## src/rtl/piso_pkg.sv

```systemverilog
// Shared types and helpers for the piso_stream serialiser.
package piso_pkg;

   typedef enum logic [1:0] {IDLE, SHIFT, PARITY} state_t;

   function automatic int cnt_w(input int width);
      return $clog2(width);
   endfunction

endpackage

```

## src/rtl/piso_bit_cnt.sv

```systemverilog
// Bit-position counter for one frame: synchronous clear, count enable, and a flag at cnt==LAST.
module piso_bit_cnt
   import piso_pkg::*;
#(
   parameter int LAST = 7
) (
   input  logic clk,
   input  logic reset,
   input  logic clear,
   input  logic en,
   output logic tc
);

   localparam int W = cnt_w(LAST + 1);

   logic [W-1:0] cnt;

   always_ff @(posedge clk or negedge reset) begin
      if (!reset)
         cnt <= '0;
      else if (clear)
         cnt <= '0;
      else if (en)
         cnt <= cnt + W'(1);
   end

   assign tc = (cnt == W'(LAST));

endmodule

```

## src/rtl/piso_stream.sv

```systemverilog
// Parallel-in/serial-out shifter with valid/ready word input and en-paced serial output.
// Define PISO_PARITY_EN to append an even-parity bit to every frame.
module piso_stream
   import piso_pkg::*;
#(
   parameter int WIDTH     = 8,
   parameter bit MSB_FIRST = 1'b1
) (
   input  logic             clk,
   input  logic             reset,
   input  logic [WIDTH-1:0] pi_data,
   input  logic             pi_valid,
   output logic             pi_ready,
   input  logic             en,
   output logic             so,
   output logic             so_valid,
   output logic             so_last,
   output logic             busy
);

   state_t           state, state_nx;
   logic [WIDTH-1:0] shreg;
   logic             init_q;
   logic             tc;
   logic             load;
   logic             adv;
`ifdef PISO_PARITY_EN
   logic             par_q;
`endif

   assign load = pi_valid & pi_ready;
   assign adv  = (state == SHIFT) & en & ~tc;

   piso_bit_cnt #(
      .LAST (WIDTH - 1)
   ) u_bit_cnt (
      .clk   (clk),
      .reset (reset),
      .clear (load),
      .en    (adv),
      .tc    (tc)
   );

   // Holds pi_ready low until the first edge after reset release.
   always_ff @(posedge clk or negedge reset) begin
      if (!reset)
         init_q <= 1'b0;
      else
         init_q <= 1'b1;
   end

   always_ff @(posedge clk or negedge reset) begin
      if (!reset)
         state <= IDLE;
      else
         state <= state_nx;
   end

   always_ff @(posedge clk or negedge reset) begin
      if (!reset)
         shreg <= '0;
      else if (load)
         shreg <= pi_data;
      else if (adv) begin
         if (MSB_FIRST)
            shreg <= {shreg[WIDTH-2:0], 1'b0};
         else
            shreg <= {1'b0, shreg[WIDTH-1:1]};
      end
   end

`ifdef PISO_PARITY_EN
   always_ff @(posedge clk or negedge reset) begin
      if (!reset)
         par_q <= 1'b0;
      else if (load)
         par_q <= ^pi_data;
   end
`endif

   always_comb begin
      state_nx = state;
      case (state)
         IDLE: begin
            if (load)
               state_nx = SHIFT;
         end
         SHIFT: begin
            if (en && tc) begin
`ifdef PISO_PARITY_EN
               state_nx = PARITY;
`else
               state_nx = pi_valid ? SHIFT : IDLE;
`endif
            end
         end
`ifdef PISO_PARITY_EN
         PARITY: begin
            if (en)
               state_nx = pi_valid ? SHIFT : IDLE;
         end
`endif
         default: state_nx = IDLE;
      endcase
   end

   // Serial outputs decode registered state only; pi_ready alone looks at en.
   always_comb begin
      pi_ready = 1'b0;
      so       = 1'b0;
      so_valid = 1'b0;
      so_last  = 1'b0;
      busy     = 1'b0;
      case (state)
         IDLE: begin
            pi_ready = init_q;
         end
         SHIFT: begin
            busy     = 1'b1;
            so_valid = 1'b1;
            so       = MSB_FIRST ? shreg[WIDTH-1] : shreg[0];
`ifndef PISO_PARITY_EN
            so_last  = tc;
            pi_ready = en & tc;
`endif
         end
`ifdef PISO_PARITY_EN
         PARITY: begin
            busy     = 1'b1;
            so_valid = 1'b1;
            so       = par_q;
            so_last  = 1'b1;
            pi_ready = en;
         end
`endif
         default: ;
      endcase
   end

endmodule

```

## config.mk

```make
export PLATFORM = sky130hd
export DESIGN_NAME = piso_stream
export DESIGN_NICKNAME = d
export VERILOG_FILES = /design/src/rtl/piso_pkg.sv /design/src/rtl/piso_bit_cnt.sv /design/src/rtl/piso_stream.sv
export SDC_FILE = /design/constraint.sdc
export NUM_CORES = 1
export LEC_CHECK = 0
export CORE_MARGIN = 4
export CORE_UTILIZATION = 47
export DETAILED_ROUTE_END_ITERATION = 12
export PLACE_DENSITY = 0.77
export SYNTH_ARGS = -nofsm -noshare
export SYNTH_HDL_FRONTEND = slang
export SYNTH_SLANG_ARGS = --single-unit
```

## constraint.sdc

```tcl
create_clock -name clk -period 2.4 [get_ports clk]
set_input_delay 0.48 -clock clk [delete_from_list [all_inputs] [get_ports clk]]
set_output_delay 0.48 -clock clk [all_outputs]
set_load 0.02 [all_outputs]
```

---- Word-level counts from Yosys, hierarchy flattened ----
Index checks and enable logic that the tools add are counted.
word-level totals
  flip-flop bits (word level) ............. 14
  output and inout bits ................... 5
  word-level logic and storage cells ...... 30
operators by class
  add/sub/neg operators ................... 1
  eq/ne operators ......................... 4
  mux-type cells .......................... 12
  bitwise gates (word level) .............. 5
  reduce and logical (&&, ||, !) cells .... 4
operators with widths
  kind                                                                      number
  8-bit two-way mux                                                         2
  3-bit two-way mux                                                         2
  1-bit AND                                                                 4
  1-bit two-way mux                                                         4
  2-bit two-way mux                                                         2
  2-bit one-hot mux with 2 select lines                                     1
  3-bit by 1-bit adder with 3-bit output (second input constant)            1
  3-bit == test (second input constant)                                     1
  2-bit by 1-bit == test with 1-bit output (second input constant)          1
  2-bit logical NOT                                                         1
  2-bit by 1-bit inequality test with 1-bit output (second input constant)  1
  2-bit inequality test (second input constant)                             1
  1-bit one-hot mux with 2 select lines                                     1
  2-bit AND reduction                                                       1
  2-bit nonzero test                                                        1
  1-bit logical AND                                                         1
  1-bit inverter                                                            1

---- Depth between registers and ports, before layout ----
Gate-level depths: netlist (run 1).
  word-level depth ........................ 6
  mapped depth ............................ 6
  mapped depth without buffers ............ 5

---- By module ----
A second synthesis (run 1) with hierarchy kept.
unflattened totals
  cells, all modules ...................... 52
  area total of the unflattened synthesis .. 696.9 µm²
by module, submodules not included
  module        times used  cells each  area each (µm²)  seq. area each (µm²)
  piso_stream   1           41          556.8            250.2
  piso_bit_cnt  1           11          140.1            75.1

---- Worst setup path after synthesis (run 1) ----
Ideal clock, no wire load.
  kind .................................... register to output
  start ................................... register u_bit_cnt.cnt[0]
  end ..................................... output port pi_ready
  data arrival time ....................... 1.355 ns
  required time ........................... 1.920 ns
  slack ................................... 0.565 ns
  cell stages (with the launch flop) ...... 5
  buffers on the path ..................... 0
  cell sequence ........................... dfrtp_1 ha_1 ha_1 and3_2 or2_2
between the ends
  cells in the longest elaborated chain, start to end .. 3
ends and longest elaborated chain
  element                                RTL line            RTL
  from (decl)                            piso_bit_cnt.sv:16  logic [W-1:0] cnt;
  from (signal assigned)                 piso_bit_cnt.sv:24  cnt <= cnt + W'(1);
  3-bit == test                          piso_bit_cnt.sv:27  assign tc = (cnt == W'(LAST));
  1-bit AND                              piso_stream.sv:124  pi_ready = en & tc;
  1-bit one-hot mux with 2 select lines  piso_stream.sv:114  case (state)
  to (decl)                              piso_stream.sv:13   output logic pi_ready,
Every way passes these cells.

---- Final worst setup path (run 1) ----
Same ends and word-level chain as after synthesis.

==> metrics.md, run 1 <==
| Metric | Value |
|---|---|
| GRT overflow | 0 |
| CP Capture Type | primary output |
| Synth cell types | 20 |
| Layout cells sized above 1 | 40.0% |
| RSZ-0062 raised after global routing | false |
| Drt wl/cell | 13.7 um |
| Net Sw Power | 313 uW |
| Area share of the largest cell type after synthesis | 45.9% |
| Clock period minus worst slack | 2310 ps |
| Root Buffer | clkbuf_4 |
| Final setup TNS | 0 ps |
| Peak VDD IR | 0.000494 V |
| IO Port Bufs | 16 |
| Max Cap Violations | 0 |
| Fin worst setup slack | 86.2 ps |
| Core Region | 1370 sq um |
| Clock Sinks | 13 |
| Initial antenna violation count | 0 |
| Cell area after layout | 938 sq um |
| WS Path Type | register to primary output |
| Final setup viols | 0 |
| H-tree depth reported by CTS | 1 |
| Final Hold Viols | 0 |
| CP required | 1920 ps |
| Starting Density | 51.9% |
| Nets | 90 |
| Worst path max stage delay | 400 ps |
| LEAKAGE | 0.467 nW |
| DR vias/cell | 5.03 |
| Clock Path Buffers | 2 |
| Global-route wire length before repair | 2.12 mm |
| Mapped Nets | 66 |
| Final wirelength | 1.23 mm |
| Vias | 453 |
| CP max FO | 4 |
| DP Area | 900 sq um |
| Sequential area share after synthesis | 45.9% |
| Pre-CTS WS | 25.3 ps |
| Synth area leader | dfrtp_1 |
| Ranking of synthesized cells by area | dfrtp_1 (46%), mux2_4 (25%), ha_1 (3.5%) |
| Slew @ Worst Pin | 570 ps |
| Sequential share of power | 36.2% |
| Layout area overhead | 32.3% |
| Status | completed |
| Worst hold path class | register to register |
| Largest net degree at the start of global routing | 14 |
| Total track usage | 15.1% |
| Syn avg cell area | 13.6 sq um |
| Most common cell in the netlist | dfrtp_1 |
| Remaining DRCs | 0 |
| CTS tree | built |
| Number of synthesized register bits | 13 |
| Dpl hpwl | 917 um |
| Startpoint Class | register |
| Inserted Clock Buffers | 3 |
| Clock Latency Late Sink | 280 ps |
| Synthesized cell area | 709 sq um |
| Arr. time, crit path | 1830 ps |
| Clk pin slew, worst setup/hold paths | 80 ps |
| FILL cells | 98 |
| Switching share of power | 31.2% |
| CP max-delay cell | dfrtp_1 |
| DRT Pass-1 Iters | 4 |
| DIE AREA | 2190 sq um |
| Die width | 46.9 um |
| Diodes inserted | 0 |
| Combinational share of power | 50.2% |
| Slew Viols, Final | 0 |
| Slew headroom | 61.9% |
| Commonest cells post-synth | dfrtp_1 (13), mux2_4 (12), nand2_1 (4) |
| Drt initial violations | 3 |
| Vias in the first global route | 444 |
| Skew final | 3.33 ps |
| Top Ports | 17 |
| Yosys warns | 0 |
| Achievable Freq | 432 MHz |
| Async SR Flop Fraction | 100% |
| Antenna-violating nets left | 0 |
| Pwr/cell area | 1070 nW/um^2 |
| Clock network power share | 13.6% |
| Syn Inst Count | 52 |
| FP Rows | 13 |
| Crit-path cells | ha_1, ha_2, and3_2, or2_2, clkdlybuf4s15_2 |
| Chip height | 46.9 um |
| Post-synth top flop | dfrtp_1 |
| Gpl congestion | 0.729 |
| Post-synth EDFFs | 0 |
| Final period utilization | 96.4% |
| Internal power | 690 uW |
through the flow:
stage / hold WS (ps) / power (mW) / std cells / util [%]
5_1_grt: 586 / 1.09 / 90 / 68.7
2_1_floorplan: 184 / 0.729 / 52 / -
4_1_cts: 542 / 1.01 / 89 / 67.9
3_5_place_dp: 524 / 0.861 / 85 / 65.8
3_3_place_gp: 518 / 0.843 / 85 / 65.8
6_report: 538 / 1.00 / 90 / 68.7
registers in the layout, indices dropped and copies added (netlist names):
register,count
init_q,1
u_bit_cnt.cnt,3
shreg,8
state,1
area by class of cell:
| cell class | count | area (sq um) | area share [%] |
|---|---|---|---|
| clock inverters | 1 | 5.00 | 0.533 |
| clock buffers | 3 | 22.5 | 2.40 |
| multi-input cells | 37 | 368 | 39.2 |
| well taps | 15 | 18.8 | 2.00 |
| repair buffers | 21 | 199 | 21.2 |
| flip-flops and latches | 13 | 325 | 34.7 |
layer usage:
metal / GRT usage [%] / up-vias / share of wire, % / wire, um
met5: 0 / - / 0 / 0
met1: 17.1 / 211 / 43 / 531
met4: 9.94 / 0 / 2.8 / 35
li1: - / 224 / - / -
met2: 22.8 / 14 / 47 / 575
met3: 6.90 / 4 / 7.1 / 87
final timing paths:
check                                 startpoint        to  slack, ps  depth (start not counted)
worst min-delay path                    shreg[0]  shreg[0]        540                          2
min in group asynchronous                  reset  state[0]        560                          1
max in group asynchronous                  reset    init_q       1470                          1
worst min register to register          shreg[0]  shreg[0]        540                          2
worst max register to register  u_bit_cnt.cnt[0]  shreg[3]        410                          6
worst max-delay path            u_bit_cnt.cnt[0]  pi_ready         90                          5
cell usage in the layout, fill, tap and decap left out, drive strengths merged:
cell and instances:
clkdlybuf4s50 15, mux2 14, dfrtp 13, buf 5
nand2 4, nor2 3, clkbuf 3, and2 2
mux2i 2, o21ai 2, ha 2, and3 1
nor2b 1, or2 1, nand3b 1, o21a 1
o211ai 1, xor2 1, clkinv 1, conb 1
clkdlybuf4s15 1
power groups by stage:
| stage | Combinational (mW) | Sequential, mW | Clock, mW |
|---|---|---|---|
| after CTS | 0.495 | 0.365 | 0.145 |
| after detailed placement | 0.492 | 0.369 | 0 |
| after floorplan | 0.368 | 0.361 | 0 |
| after global routing | 0.554 | 0.379 | 0.159 |
| after global placement | 0.481 | 0.362 | 0 |
| final | 0.503 | 0.363 | 0.136 |
worst max-delay path, delay by kind of cell, from the launching register on:
family / cells / cell delay [ps]
flip-flops: 1 / 400
buffers and inverters: 1 / 250
AND/OR/NAND/NOR: 2 / 500
adder cells (fa/ha/maj): 2 / 400
what timing repair did:
action                                  CTS  global route
endpoints found under the setup margin    1             2
hold buffers                              0             0
pin swaps                                 0             0
resized for setup                         3             1
buffers inserted                          0             1
cells by family (layout without fill, tap and decap cells):
group                      Yosys count  after routing  synth area share, %
muxes                               16             16                 31.4
DFF                                 13             13                 45.9
and+or+nand+nor                     13             13                 9.70
AOI/OAI and AO/OA                    4              4                 5.12
adders and majority gates            2              2                 3.53
buffers and inverters                2             25                 2.65
other                                1              1                0.529
xor gates and xnor gates             1              1                 1.23
No activity file was read; power rests on OpenSTA's default activity.
==> run 2: changes to the inputs <==
--- a/config.mk
+++ b/config.mk
@@ -5,9 +5,11 @@
 export SDC_FILE = /design/constraint.sdc
 export NUM_CORES = 1
 export LEC_CHECK = 0
+export CAP_MARGIN = 20
 export CORE_MARGIN = 4
 export CORE_UTILIZATION = 47
 export DETAILED_ROUTE_END_ITERATION = 12
+export GPL_ROUTABILITY_DRIVEN = 0
 export PLACE_DENSITY = 0.77
 export SYNTH_ARGS = -nofsm -noshare
 export SYNTH_HDL_FRONTEND = slang
==> results of run 2 <==
No change in the layout: final DEF, timing and power equal those of run 1.
==> patch 1: new RTL, flow settings as in run 1 <==
Re-encode `state_t` (3 states) as one-hot, 3 bits wide.
--- a/src/rtl/piso_pkg.sv
+++ b/src/rtl/piso_pkg.sv
@@ -1,7 +1,7 @@
 // Shared types and helpers for the piso_stream serialiser.
 package piso_pkg;
 
-   typedef enum logic [1:0] {IDLE, SHIFT, PARITY} state_t;
+   typedef enum logic [2:0] {IDLE = 3'b001, SHIFT = 3'b010, PARITY = 3'b100} state_t;
 
    function automatic int cnt_w(input int width);
       return $clog2(width);
Formal check against the unedited RTL: same outputs for any inputs over 10 cycles, from zero or initial values and one cycle with reset low; not proved beyond that.
==> patch 1 against run 1 <==
Sequential cell count rose by 1; setup slack better by 33 ps; routed wire length grew 11%; register-to-register slack better by 50 ps; cell area increased by 5.9%; synthesized area is 8.8% higher; highest routed layer unchanged; total power decreased by 2.8%; synthesized cell count is 19% higher; die area up 7.3%.
==> patch 1: results (changes against run 1) <==
run_status:
  status: "finished clean"
place:
  dp_hpwl_um: 960  # +4.7%
  place_inst: 95  # +12%
  place_ws_ps: 56.2  # +31.0 ps
  gp_congestion: 0.685  # -6.1%
  dpl_cell_area_um2: 956  # +6.3%
worst_setup_path:
  path_max_fanout: 8  # +4
  slowest_stage: "dfstp_2"
  slowest_delay_ps: 560  # +160 ps
  r2r_start: "state[0]"
  reg2reg_slack_ps: 460  # +50 ps
  r2r_cells: 6  # unchanged
  arrival_ps: 1800  # -30 ps
  cp_top_family: "flip-flops"
sta:
  hold-worst-slack_ps: 526  # -11.3 ps
  slew_headroom: 0.593  # -0.0252
  clock_skew_ps: 4.22  # +0.888 ps
drt:
  routed_via_density: 5.33  # +6.0%
  dr.pass1.iters: 5  # +1
  drtIter0Drc: 7  # +4
  num_vias: 528  # +17%
  routed_wl_um: 1360  # +11%
synth:
  yosys-top-cells-area: "dfrtp_1 42%, mux2_2 12%, mux2_4 12%"
  ys_types: 22  # +10%
  ys_seq_area_frac: 0.455  # -0.00312
  syn_avg_cell_area_um2: 12.5  # -8.7%
  netlist_top_cells_count: "13 x dfrtp_1, 8 x mux2_2, 6 x mux2_4"
  mappedNetlistNets: 78  # +18%
final_layout:
  fillers: 128  # +31%
  drive_gt1_frac: 0.289  # -0.111
  nets: 100  # +11%
  largestRegisters: "shreg (8), u_bit_cnt.cnt (3), state (2)"
  diodes: 0  # unchanged
min_path:
  holdPathStages: 2  # unchanged
global_routing:
  grt_pass1_wl_um: 2280  # +7.5%
  grtUsageTotal: 0.126  # -0.0253
  grt_max_degree: 15  # +1
clock_network:
  cts.repair.resized: 1  # -2
  clk_path_buf_depth: 2  # unchanged
power_and_ir_drop:
  peakVddDrop_v: 0.000485  # -1.9%
  p_leak_nw: 0.525  # +13%
-- patch 1: stage by stage --
stage               setup TNS [ps]   util
floorplan                        0      -
global placement                 0  0.627
detailed placement               0  0.627
CTS                              0  0.644
global route                 -1.60  0.652
finish                           0  0.652
-- patch 1: cells by family (layout without fill, tap and decap cells) --
logic type,after synthesis,in the layout,synth area share
and+or+nand+nor,10,10,0.0681
xor gates and xnor gates,1,1,0.0113
adders and majority gates,4,4,0.0648
buffers and inverters,8,29,0.0583
AOI/OAI and AO/OA,7,7,0.0648
muxes,17,17,0.272
other,1,1,0.00486
DFF,14,14,0.455
-- patch 1: area by class of cell --
class	instances	area [um2]	share of cell area
Sequential cell	14	352	0.354
Timing Repair Buffer	20	194	0.195
Tap cell	16	20.0	0.0202
Inverter	5	18.8	0.0189
Multi-Input combinational cell	40	383	0.385
Clock buffer	4	26.3	0.0264
-- patch 1: routing by layer --
metal / vias up / GRT usage / share of wire
met5: - / 0 / 0
li1: 258 / - / -
met3: 5 / 0.0399 / 0.046
met1: 248 / 0.147 / 0.44
met2: 17 / 0.189 / 0.49
met4: 0 / 0.0942 / 0.029
-- patch 1: worst register-to-register path, stage by stage (launching register included) --
cell and delay, ps:
dfstp_2 560, inv_1 40, ha_1 290, nand3b_1 120, buf_4 220, mux2_2 350, mux2_2 250
-- patch 1: worst max path at each step --
stage                     cells past startpoint     start        to  slack (ps)
final                                         5  state[0]  pi_ready         120
after global routing                          5  state[0]  pi_ready          -2
after CTS                                     4  state[0]   so_last          50
after detailed placement                      4        en  pi_ready          60
after global placement                        4        en  pi_ready         100
after floorplan                               6  state[0]  shreg[1]         520
-- patch 1: power breakdown --
group          total [mW]  internal [mW]  switching [mW]
sequential          0.391          0.338          0.0534
clock               0.139         0.0645          0.0748
combinational       0.444          0.265           0.179
total               0.975          0.667           0.307
==> patch 2: new RTL, flow settings as in run 1 <==
Made on the original files. Set the parameter `WIDTH` to 10 (it was 8).
--- a/src/rtl/piso_stream.sv
+++ b/src/rtl/piso_stream.sv
@@ -3,7 +3,7 @@
 module piso_stream
    import piso_pkg::*;
 #(
-   parameter int WIDTH     = 8,
+   parameter int WIDTH     = 10,
    parameter bit MSB_FIRST = 1'b1
 ) (
    input  logic             clk,
Interface: changed (resized pi_data); port bits go from 17 to 19. The function was not compared with the original's and may differ.
==> patch 2 against run 1 <==
Setup slack gained 46 ps; cell area grew 17%; synthesized cell count grew 79%; critical endpoint is now so_last; synthesized area grew 27%; final cell count grew 49%; clock skew grew 0.65 ps; sequential power grew 26%; total power grew 3.0%; utilization shrank 6.3 points; critical path type unchanged; clock power grew 3%; sequential cell count grew 3; routed wire length grew 41%.
==> patch 2: results (changes against run 1) <==
global_routing:
  antenna_found_initial: 0  # unchanged
  grt_pass1_vias: 703  # +58%
  grtUsageTotal: 0.150  # -0.00103
  grt_max_degree: 20  # +6
  grt_pass1_wl_um: 3040  # +44%
drt:
  routed_via_density: 5.57  # +11%
  num_vias: 747  # +65%
  routedWlPerCell_um: 13.0  # -5.1%
  dr.pass1.iters: 4  # unchanged
  drtIter0Drc: 9  # +6
  ant_nets: 0  # unchanged
synth:
  yosys-top-cells-area: "dfrtp_1 45%, a221oi_2 10%, nor4_1 6.3%"
  ys_seq_area_frac: 0.445  # -0.0135
  mappedNetlistNets: 109  # +65%
  synth_flop_cell: "dfrtp_1"
  netlist_instances: 93  # +79%
  netlist_top_cells_count: "16 x dfrtp_1, 13 x inv_1, 9 x nor2_1, 9 x nor4_1, 6 x a221oi_2"
  ys_types: 24  # +20%
  synthMostInstantiatedCell: "dfrtp_1"
  ys.warnings.count: 0  # unchanged
  async_reset_ff_frac: 1.00  # unchanged
min_path:
  holdPathStages: 2  # unchanged
  hp-start: "u_bit_cnt.cnt[3]"
  hold_end: "u_bit_cnt.cnt[3]"
  holdCritPathClass: "flop to flop"
place:
  place_ws_ps: 143  # +117 ps
  gp_congestion: 0.820  # +12%
  dp_hpwl_um: 1250  # +36%
  port_buffers: 18  # +2
final_layout:
  diodes: 0  # unchanged
  largestRegisters: "shreg (10), u_bit_cnt.cnt (4)"
  nets: 127  # +41%
  drive_gt1_frac: 0.110  # -0.290
clock_network:
  cts.reportedPaths.clkPinSlew_ps: 90
  numCtsBuffers: 3  # unchanged
  postCtsSetupBuffers: 0  # unchanged
  clk_latency_ps: 280  # about the same
  h-tree-depth: 1  # unchanged
  clk_path_buf_depth: 2  # unchanged
  root_buffer: "clkbuf_4"
worst_setup_path:
  path_max_fanout: 4  # unchanged
  arrival_ps: 1790  # -40 ps
  slowest_delay_ps: 610  # +210 ps
  r2r_cells: 5  # -1
  cp_top_family: "buffers and inverters"
  r2r-end: "shreg[2]"
  slowest_stage: "clkdlybuf4s50_1"
  reg2reg_slack_ps: 480  # +70 ps
sta:
  hold-worst-slack_ps: 566  # +27.8 ps
  worst_slew_pin_slew_ps: 724  # +153 ps
  clock_skew_ps: 3.98  # +0.648 ps
run_status:
  status: "finished clean"
power_and_ir_drop:
  peakVddDrop_v: 0.000605  # +22%
  p_leak_nw: 0.504  # +8.1%
[patch 2: cell count changes after synthesis, moves of 3 or more]
cell             run 1  this run
inv_1                0        13
mux2_4              12         0
nor4_1               0         9
a221oi_2             0         6
nor2_1               3         9
a21oi_1              0         5
or3_1                0         4
a221oi_1             0         3
dfrtp_1             13        16
o21ai_0              1         4
[patch 2: per-layer routing]
| layer | global-route usage | up-vias | wire [um] |
|---|---|---|---|
| li1 | - | 364 | - |
| met1 | 0.208 | 361 | 818 |
| met2 | 0.235 | 20 | 832 |
| met3 | 0.0344 | 2 | 70 |
| met4 | 0.0393 | 0 | 14 |
| met5 | 0 | - | 0 |
[patch 2: cell type report]
class                      instances  area (um2)
sequential                        16         400
multi-input combinational         56         395
tap                               25        31.3
clock buffer                       3        22.5
fill                             175         664
timing repair buffer              21         201
inverter                          13        48.8
[patch 2: worst max path at each step]
stage	slack [ps]	depth (start not counted)	from	end
2_1_floorplan	560	5	u_bit_cnt.cnt[0]	pi_ready
3_3_place_gp	160	3	en	pi_ready
3_5_place_dp	140	3	en	pi_ready
4_1_cts	110	5	u_bit_cnt.cnt[1]	so_last
5_1_grt	9	5	u_bit_cnt.cnt[1]	so_last
6_report	130	5	u_bit_cnt.cnt[1]	so_last
[patch 2: through the flow]
step	utilization	cell area (um2)
finish	0.623	1100
global route	0.623	1100
CTS	0.623	1100
detailed placement	0.611	1080
global placement	0.611	1080
floorplan	-	900
[patch 2: what timing repair did]
action | in CTS | in global routing
hold buffers | 0 | 0
gates resized for setup | 1 | 0
setup endpoints to repair | 1 | 0
[patch 2: report_power, final]
group | switching (mW) | internal, mW | leakage, nW
Combinational | 0.213 | 0.222 | 0.310
Clock | 0.0821 | 0.0581 | 0.0138
Sequential | 0.0783 | 0.379 | 0.180
Total | 0.374 | 0.659 | 0.504
[patch 2: kinds of logic (layout without fill, tap and decap cells)]
kind of cell	Yosys count	in the layout	synth area share
simple gates	30	30	0.181
other cells	1	1	0.00417
mux	1	1	0.0111
fa+ha+maj	2	2	0.0278
compound gates	22	22	0.216
buf+inv	21	37	0.115
flops	16	16	0.445
[patch 2: worst min-delay path: stages (launching register included)]
cell	delay [ps]
dfrtp_1	370
or3_1	110
a21oi_1	50
